===== config.mk =====
export PLATFORM = sky130hd
export DESIGN_NAME = fetch_stage
export DESIGN_NICKNAME = d
export VERILOG_FILES = /design/src/rtl/fetch_stage.sv
export SDC_FILE = /design/constraint.sdc
export NUM_CORES = 1
export LEC_CHECK = 0
export CORE_MARGIN = 10
export CORE_UTILIZATION = 38
export CTS_CLUSTER_SIZE = 10
export DETAILED_ROUTE_END_ITERATION = 6
export DONT_BUFFER_PORTS = 1
export GPL_TIMING_DRIVEN = 1
export SLEW_MARGIN = 20
export SYNTH_ARGS = -nofsm -noshare
export SYNTH_HDL_FRONTEND = slang
export SYNTH_SLANG_ARGS = --single-unit

===== constraint.sdc =====
create_clock -name clk -period 8.1 [get_ports clk]
set_input_delay 1.62 -clock clk [delete_from_list [all_inputs] [get_ports clk]]
set_output_delay 1.62 -clock clk [all_outputs]
set_load 0.1 [all_outputs]

===== src/rtl/fetch_stage.sv =====
// Instruction fetch: PC register, IDLE/FETCH/WAIT request FSM, IF/ID register,
// and immediate-format flags decoded from the registered instruction.
module fetch_stage (
  input  logic        clk,
  input  logic        reset,
  input  logic        stall,
  input  logic        take_branch,
  input  logic [63:0] branch_pc,
  input  logic [63:0] branch_offset,
  output logic        imem_req,
  output logic [63:0] imem_addr,
  input  logic        imem_ready,
  input  logic [31:0] imem_data,
  output logic [31:0] ibus,
  output logic [63:0] if_pc,
  output logic        id_valid,
  output logic        i_type,
  output logic        d_type,
  output logic        b_type,
  output logic        cb_type,
  output logic        iw_type
);

  typedef enum logic [1:0] {IDLE, FETCH, WAIT} state_t;

  state_t      state, state_n;
  logic [63:0] pc, pc_n, if_pc_n;
  logic [31:0] ibus_n;
  logic        vld_n, accept;

  assign imem_req  = (state != IDLE);
  assign imem_addr = pc;
  assign accept    = imem_req & imem_ready & ~stall & ~take_branch;

  always_ff @(posedge clk) begin
    if (reset) begin
      state    <= IDLE;
      pc       <= '0;
      ibus     <= '0;
      if_pc    <= '0;
      id_valid <= 1'b0;
    end else begin
      state    <= state_n;
      pc       <= pc_n;
      ibus     <= ibus_n;
      if_pc    <= if_pc_n;
      id_valid <= vld_n;
    end
  end

  always_comb begin
    state_n = state;
    pc_n    = pc;
    ibus_n  = ibus;
    if_pc_n = if_pc;
    vld_n   = id_valid;
    if (take_branch) begin
      // Redirect wins over stall and any same-cycle memory response.
      pc_n    = (branch_pc + branch_offset) & ~64'd3;
      vld_n   = 1'b0;
      state_n = FETCH;
    end else if (state == IDLE) begin
      state_n = FETCH;
      if (!stall) vld_n = 1'b0;
    end else if (stall) begin
      state_n = state;
    end else if (accept) begin
      ibus_n  = imem_data;
      if_pc_n = pc;
      vld_n   = 1'b1;
      pc_n    = pc + 64'd4;
      state_n = FETCH;
    end else begin
      vld_n   = 1'b0;
      state_n = WAIT;
    end
  end

  // Opcode prefixes are mutually exclusive, so at most one flag can assert.
  always_comb begin
    b_type  = 1'b0;
    cb_type = 1'b0;
    iw_type = 1'b0;
    i_type  = 1'b0;
    d_type  = 1'b0;
    if (id_valid) begin
      b_type  = (ibus[31:26] == 6'b000101) || (ibus[31:26] == 6'b100101);
      cb_type = (ibus[31:24] == 8'b10110100) || (ibus[31:24] == 8'b10110101);
      iw_type = (ibus[31:23] == 9'b110100101) || (ibus[31:23] == 9'b111100101);
      d_type  = (ibus[31:21] == 11'b11111000010) || (ibus[31:21] == 11'b11111000000);
      case (ibus[31:22])
        10'b1001000100, 10'b1011000100, 10'b1101000100, 10'b1111000100,
        10'b1001001000, 10'b1111001000, 10'b1011001000, 10'b1101001000:
          i_type = 1'b1;
        default: i_type = 1'b0;
      endcase
    end
  end

endmodule


## After elaboration in Yosys (flattened, before gate mapping)

Cells that the tools add are included.

| storage, ports and cells | value |
|---|---|
| input bits | 165 |
| register bits | 163 |

| cells by class | value |
|---|---|
| bitwise operators | 6 |
| equal/unequal tests | 19 |
| add/sub/neg operators | 2 |
| mux-type cells | 18 |
| reductions and logical operators | 13 |

Operators by type and width:

| cell | number |
|---|---|
| 64-bit 2-to-1 mux | 4 |
| 10-bit == test, second input constant | 8 |
| 64-bit by 3-bit adder with 64-bit output, second input constant | 1 |
| 64-bit adder | 1 |
| 11-bit == test, second input constant | 2 |
| 9-bit == test, second input constant | 2 |
| 8-bit == test, second input constant | 2 |
| 1-bit 2-to-1 mux | 13 |
| 8-bit OR reduction | 1 |
| 6-bit by 3-bit == test with 1-bit output, second input constant | 1 |
| 6-bit == test, second input constant | 1 |
| 3-bit AND reduction | 2 |
| 1-bit logical OR | 4 |
| 4-bit AND reduction | 1 |
| 2-bit nonzero test | 2 |
| 1-bit bitwise AND | 3 |
| 3-bit by 1-bit != test with 1-bit output, second input constant | 1 |
| 1-bit inverter | 3 |
| 3-bit OR reduction | 1 |
| 2-bit logical NOT | 1 |
| 2-bit 2-to-1 mux | 1 |
| 2-bit by 1-bit != test with 1-bit output, second input constant | 1 |
| 2-bit != test, second input constant | 1 |
| 2-bit OR reduction | 1 |

## Longest topological paths before layout

Gate-level depths: netlist of run 1.

| depth | value |
|---|---|
| depth in word-level cells | 8 |
| gate-level depth with buffers | 12 |

## Worst setup path after synthesis of run 1

No wires, ideal clock.

| timing | value |
|---|---|
| kind | reg-to-output |
| start | register id_valid |
| end | output i_type |
| required time | 6.480 ns |
| setup slack | 2.358 ns |
| buffers on the path | 0 |
| arrival time | 4.122 ns |
| stages on the path, launching flop included | 3 |
| cells stage by stage | dfxtp_1 > nand3_1 > nor4_1 |

| on the way | value |
|---|---|
| longest elaborated chain between the ends | 1 |

RTL lines:

| item | line | text |
|---|---|---|
| from (decl) | 16 | `output logic id_valid,` |
| from (signal assigned) | 47 | `id_valid <= vld_n;` |
| 1-bit 2-to-1 mux | 86 | `if (id_valid) begin` |
| to (decl) | 17 | `output logic i_type,` |

No other way between the ends.

## Final worst setup path of run 1

| timing | value |
|---|---|
| start | register ibus[27] |
| end | output d_type |

| on the way | value |
|---|---|
| longest elaborated chain between the ends | 3 |

RTL lines:

| item | line | text |
|---|---|---|
| from (decl) | 14 | `output logic [31:0] ibus,` |
| from (signal assigned) | 45 | `ibus <= ibus_n;` |
| 11-bit == test | 90 | `d_type = (ibus[31:21] == 11'b11111000010) \|\| (ibus[31:21] == 11'b11111000000);` |
| 1-bit logical OR * | 90 |  |
| 1-bit 2-to-1 mux * | 86 |  |
| to (decl) | 18 | `output logic d_type,` |

Every way passes the cells marked *; elsewhere a longest branch is shown, timed or not.

==> results of run 1 <==
-- tightest hold or removal path: cells and delay by family, from the launching register on --
family / cells / cell delay, ps
and+or+nand+nor: 1 / 50
DFF: 1 / 320
AOI/OAI and AO/OA: 1 / 50
-- logic make-up (layout without fill, tap and decap cells) --
family,Yosys count,in the layout,share of synthesized area (%)
flip-flops,159,159,30.6
adder cells (fa/ha/maj),63,63,7.59
AND/OR/NAND/NOR,548,548,24.7
multiplexers,5,5,0.494
other,1,4,0.0361
buffers and inverters,99,104,4.24
XOR/XNOR,117,117,9.87
AO/OA/AOI/OAI,374,374,22.5
-- cell usage in the layout (no fill, tap or decap), drive strengths merged, types with 9 or more instances in the layout --
master / Yosys / layout
nand2b: 9 / 9
nand3: 43 / 43
o21ai: 38 / 38
nand2: 271 / 271
o21bai: 15 / 15
nand4: 34 / 34
xnor2: 70 / 70
o22ai: 13 / 13
dfxtp: 159 / 159
a21o: 24 / 24
buf: 18 / 45
o211ai: 11 / 11
a31oi: 11 / 11
a211oi: 48 / 48
nor3: 23 / 23
a21oi: 176 / 176
nor2: 107 / 107
ha: 63 / 63
inv: 26 / 34
and3: 17 / 17
and2: 9 / 9
clkbuf: 54 / 18
and4: 10 / 10
xor2: 47 / 47
-- metal layers --
metal / wire length [um] / global-route usage (%) / part of all wire [%]
met4: 612 / 5.72 / 1.6
met5: 0 / 0 / 0
met2: 16800 / 32.6 / 45
met1: 16500 / 26.9 / 44
met3: 3340 / 5.05 / 9.0
-- stage by stage --
step                      hold WS [ps]  power (mW)
after floorplan                    484        1.54
after global placement             441        1.69
after detailed placement           449        1.69
after CTS                          463        2.55
after global routing               501        2.64
final                              476        2.54
-- Yosys cell counts, types with 5 or more instances --
| master | n |
|---|---|
| xor2_1 | 47 |
| inv_1 | 25 |
| o211ai_1 | 11 |
| ha_1 | 63 |
| buf_2 | 8 |
| nand2b_1 | 9 |
| buf_1 | 5 |
| and2_1 | 7 |
| o21bai_1 | 14 |
| a21o_1 | 24 |
| nor2b_1 | 5 |
| clkbuf_1 | 50 |
| o21ai_1 | 6 |
| nor3_1 | 21 |
| nand3_1 | 42 |
| and3_1 | 15 |
| dfxtp_1 | 159 |
| a211oi_1 | 46 |
| and4_1 | 8 |
| nor2_1 | 106 |
| nand4_1 | 31 |
| xnor2_1 | 70 |
| nand2_1 | 268 |
| o31ai_1 | 5 |
| a31oi_1 | 11 |
| o21a_1 | 5 |
| o22ai_1 | 13 |
| o21ai_0 | 30 |
| a21oi_1 | 175 |
-- state kept, by name, summed over array words and instances (netlist names) --
name       cells
state          2
if_pc         62
id_valid       1
ibus          32
imem_addr     62
-- where the power goes --
| part | internal [mW] | switching (mW) |
|---|---|---|
| Clock | 0.497 | 0.362 |
| Sequential | 0.824 | 0.185 |
| Combinational | 0.196 | 0.474 |
-- worst max-delay path by stage --
stage / from / to / slack (ps) / depth (start not counted)
2_1_floorplan: id_valid / i_type / 2360 / 2
3_3_place_gp: branch_pc[22] / imem_addr[52] / 3670 / 10
3_5_place_dp: branch_pc[22] / imem_addr[52] / 3680 / 10
4_1_cts: ibus[27] / d_type / 3770 / 3
5_1_grt: ibus[29] / cb_type / 3700 / 2
6_report: ibus[27] / d_type / 3760 / 3
-- layout make-up --
cell class / instances / area [um2] / share of cell area (%)
clock buffer: 17 / 425 / 3.68
clock inverter: 15 / 200 / 1.73
inverter: 26 / 97.6 / 0.843
multi-input combinational: 1111 / 6810 / 58.9
sequential: 159 / 3190 / 27.6
tap: 341 / 427 / 3.69
timing repair buffer: 46 / 423 / 3.65
==> flow_summary_export.csv, run 1 <==
group,metric,value,unit
timing,tns,0,ps
critical_path,reg2reg_depth,10,
synthesis,synth_top_cell_by_area,"dfxtp_1",
route,route.detailed.drc,0,
critical_path,r2r-start,"state[0]",
layout,drive_gt1_share,9.02,%
place,dpl.cell_count,1683,
grt,grt-ovfl-total,0,
place,hpwlAfterDp,29300,um
synthesis,async_flop_share,0,%
grt,grt_pass1_vias,9269,
floorplanning,die_x,185,um
place,dpl_cell_area,10900,um2
synthesis,synthTopCellsByArea,"dfxtp_1 (31%), nand2_1 (9.7%), a21oi_1 (8.4%)",
floorplanning,start_util,38.5,%
route,first_iter_violations,896,
power_and_ir_drop,p_leak,4.28,nW
timing,setup_viol,0,
layout,finalNonFillerCells,1715,
timing,slew_viol_final,0,
worst_hold_path,worst_hold_path.endpoint,"if_pc[4]",
power_and_ir_drop,power_density,219,nW/um2
route,wl_per_cell,21.7,um
layout,diodes,0,
worst_hold_path,hold_class,"reg -> reg",
clocking,clock_sinks,159,
timing,grt_setup_unrepaired,"false",
power_and_ir_drop,peakVddDrop,0.123,mV
timing,fin_crit_sh,53.6,%
grt,grt_max_degree,149,
timing,hold_viol,0,
synthesis,synthDominantCellAreaShare,30.6,%
floorplanning,rows,60,
floorplanning,dieHeight,185,um
job,maxCapViolations,0,
critical_path,critPathMaxFanout,5,
grt,grt_pass1_wl,55300,um
route,vias,9780,
synthesis,synth_cell_types,82,
place,gp_congestion,0.910,
timing,slew_headroom,19.2,%
critical_path,crit_type,"reg -> out",
critical_path,r2r-end,"imem_addr[62]",
floorplanning,ios,332,
clocking,numCtsBuffers,17,
critical_path,rrSetupSlack,4630,ps
route,dr.pass1.iters,5,
worst_hold_path,holdCritStartpoint,"imem_addr[4]",
layout,fill_cells,2749,
route,ant_nets,0,
timing,clock.fmax,230,MHz
critical_path,required,6480,ps
critical_path,end_kind,"primary output",
clocking,clk_path_buf_depth,2,
floorplanning,core,27000,um2
grt,grtUsageTotal,20.5,%
clocking,ctsRootBufferMaster,"clkbuf_16",
layout,final_area,11600,um2
clocking,clk_pin_slew_worst_paths,70,ps
run_status,status,"finished clean",
clocking,post_cts_buffers,0,
clocking,clock_latency,440,ps
critical_path,arrival,2720,ps
clocking,ctsResizeCount,0,
worst_hold_path,min_path_cells,2,
floorplanning,dieArea,34300,um2
clocking,ctsHoldBuffers,0,
clocking,cts_tree,"yes",
synthesis,synth_seq_cells,159,
synthesis,synth_flop_cell,"dfxtp_1",
layout,nets,1589,
synthesis,synth_seq_area_share,30.6,%
synthesis,syn_avg_cell_area,7.60,um2
critical_path,path_delay_family,"flip-flops",
route,finalWirelength,37200,um
timing,setup_slack,3760,ps
synthesis,synthCells,1366,
timing,worst_pin_slew,1210,ps
place,portBuffers,0,
critical_path,start_kind,"register",
synthesis,synth-edff-count,0,
layout,final_util,42.9,%
critical_path,cp_slowest_cell,"dfxtp_1",
timing,clock_skew,17.4,ps
route,vias_per_cell,5.70,
critical_path,path_buf_inv,1,
grt,grt_antenna_before_repair,0,
synthesis,yosysWarnings,0,
critical_path,path_cells,"or4b_2 -> nor3_2 -> buf_16",
timing,min_period,4340,ps
synthesis,netlist_area,10400,um2
place,dpl_worst_slack,3680,ps
layout,area_growth,11.4,%
clocking,cts_max_level,4,
critical_path,slowest_delay,1070,ps
No activity file was read; power rests on OpenSTA's default activity.
==> run 2: changes to the inputs <==
==> constraint.sdc (replaced) <==
create_clock -name clk -period 3.7 [get_ports clk]
set_input_delay 0.74 -clock clk [delete_from_list [all_inputs] [get_ports clk]]
set_output_delay 0.74 -clock clk [all_outputs]
set_load 0.1 [all_outputs]
==> run 2 against run 1 <==
Clock skew decreased by 3.9 ps. Clock power increased by 110%. Die area unchanged. Power increased by 120%. Utilization increased by 0.97 points. Sequential share of layout area decreased by 0.66 points. Routed wire length increased by 0.60%. Sequential cell count unchanged. Register-to-register slack got worse by 3600 ps. Sequential power increased by 98%. Setup slack got worse by 3100 ps. Combinational power increased to 2.6 times the previous value.
==> flow_summary_export.csv, run 2 (synthesis results as in run 1) <==
group,metric,value,unit
critical_path,critPathMaxFanout,4,
timing,grt_setup_unrepaired,"false",
worst_hold_path,min_path_cells,1,
timing,setup_viol,0,
clocking,clock_latency,430,ps
critical_path,critical_path.startpoint,"ibus[24]",
layout,fill_cells,2753,
clocking,cts_max_level,4,
grt,grt_max_degree,149,
route,first_iter_violations,665,
timing,clock_skew,13.6,ps
worst_hold_path,hold_class,"in -> reg",
floorplanning,ios,332,
timing,slew_viol_final,0,
floorplanning,dieHeight,185,um
timing,tns,0,ps
critical_path,arrival,2330,ps
timing,min_period,3070,ps
critical_path,r2r-start,"imem_addr[27]",
route,ant_nets,0,
route,vias,9957,
layout,ff_latch_area,3180,um2
critical_path,end_kind,"primary output",
clocking,ctsHoldBuffers,0,
critical_path,start_kind,"register",
worst_hold_path,holdCritStartpoint,"reset",
place,dpl_worst_slack,249,ps
critical_path,reg2reg_depth,10,
route,vias_per_cell,5.66,
place,hpwlAfterDp,29800,um
grt,grt_pass1_vias,9578,
critical_path,required,2960,ps
clocking,clock_sinks,159,
grt,grt-ovfl-total,0,
timing,fin_crit_sh,82.9,%
route,route.detailed.drc,0,
layout,area_growth,14.0,%
grt,grt_antenna_before_repair,0,
place,gp_congestion,0.928,
timing,setup_slack,632,ps
clocking,cts_tree,"yes",
critical_path,path_cells,"xnor2_1 -> nor4_4 -> buf_4",
layout,drive_gt1_share,11.5,%
timing,worst_pin_slew,1170,ps
floorplanning,core,27000,um2
layout,layout_common_cells,"nand2_1 (267), a21oi_1 (175), dfxtp_1 (159), nor2_1 (104), buf_4 (89)",
timing,clock.fmax,326,MHz
clocking,ctsResizeCount,0,
grt,grtUsageTotal,20.6,%
power_and_ir_drop,p_leak,4.50,nW
floorplanning,rows,60,
run_status,status,"finished clean",
power_and_ir_drop,peakVddDrop,0.204,mV
timing,slew_headroom,21.6,%
clocking,ctsRootBufferMaster,"clkbuf_16",
clocking,numCtsBuffers,17,
critical_path,cp_slowest_cell,"dfxtp_1",
critical_path,crit_type,"reg -> out",
clocking,post_cts_buffers,0,
power_and_ir_drop,power_density,466,nW/um2
clocking,clk_pin_slew_worst_paths,80,ps
route,finalWirelength,37500,um
job,maxCapViolations,0,
route,wl_per_cell,21.3,um
floorplanning,dieArea,34300,um2
grt,grt_pass1_wl,55400,um
place,portBuffers,0,
layout,final_common_cell,"nand2_1",
timing,hold_viol,0,
route,dr.pass1.iters,5,
clocking,clk_path_buf_depth,2,
floorplanning,die_x,185,um
critical_path,slowest_delay,1040,ps
layout,nets,1633,
layout,multi_input_comb_area,6840,um2
floorplanning,start_util,38.5,%
## run 2: through the flow
| stage | util, % | total power [mW] | instance area, um2 | instances | hold slack [ps] |
|---|---|---|---|---|---|
| after CTS | 43.9 | 5.55 | 11800 | 1759 | 372 |
| final | 43.9 | 5.52 | 11800 | 1760 | 383 |
| after global placement | 41.7 | 3.75 | 11200 | 1727 | 452 |
| after global routing | 43.9 | 5.75 | 11800 | 1759 | 363 |
| after floorplan | - | 3.36 | 10400 | 1369 | 484 |
| after detailed placement | 41.7 | 3.76 | 11200 | 1727 | 462 |
## run 2: final cells by class
| type | count | area share, % |
|---|---|---|
| clock buffer | 17 | 3.59 |
| multi-input combinational | 1111 | 57.8 |
| antenna | 1 | 0.0211 |
| timing repair buffer | 90 | 5.81 |
| inverter | 26 | 0.825 |
| sequential | 159 | 26.9 |
| tap | 341 | 3.61 |
| clock inverter | 15 | 1.45 |
## run 2: worst paths after layout
check                        to  slack, ps
setup / recovery         i_type        630
hold / removal    imem_addr[52]        380
setup reg to reg  imem_addr[52]        990
hold reg to reg        ibus[30]        470
## run 2: critical path: cells and delay by family (launching register included)
family / cells / cell delay [ps]
xor+xnor: 1 / 240
simple gates: 1 / 280
flops: 1 / 1040
buf+inv: 1 / 340
## run 2: power breakdown
group	internal (mW)	leakage (nW)	switching [mW]
logic	0.475	2.91	1.26
registers	1.80	1.30	0.196
clock network	0.967	0.285	0.821
total	3.24	4.50	2.28
## run 2: routing by layer
| layer | share of wire, % | global-route usage, % |
|---|---|---|
| met1 | 44 | 26.9 |
| met2 | 43 | 31.4 |
| met3 | 9.4 | 5.66 |
| met4 | 3.3 | 8.26 |
| met5 | 0 | 0 |
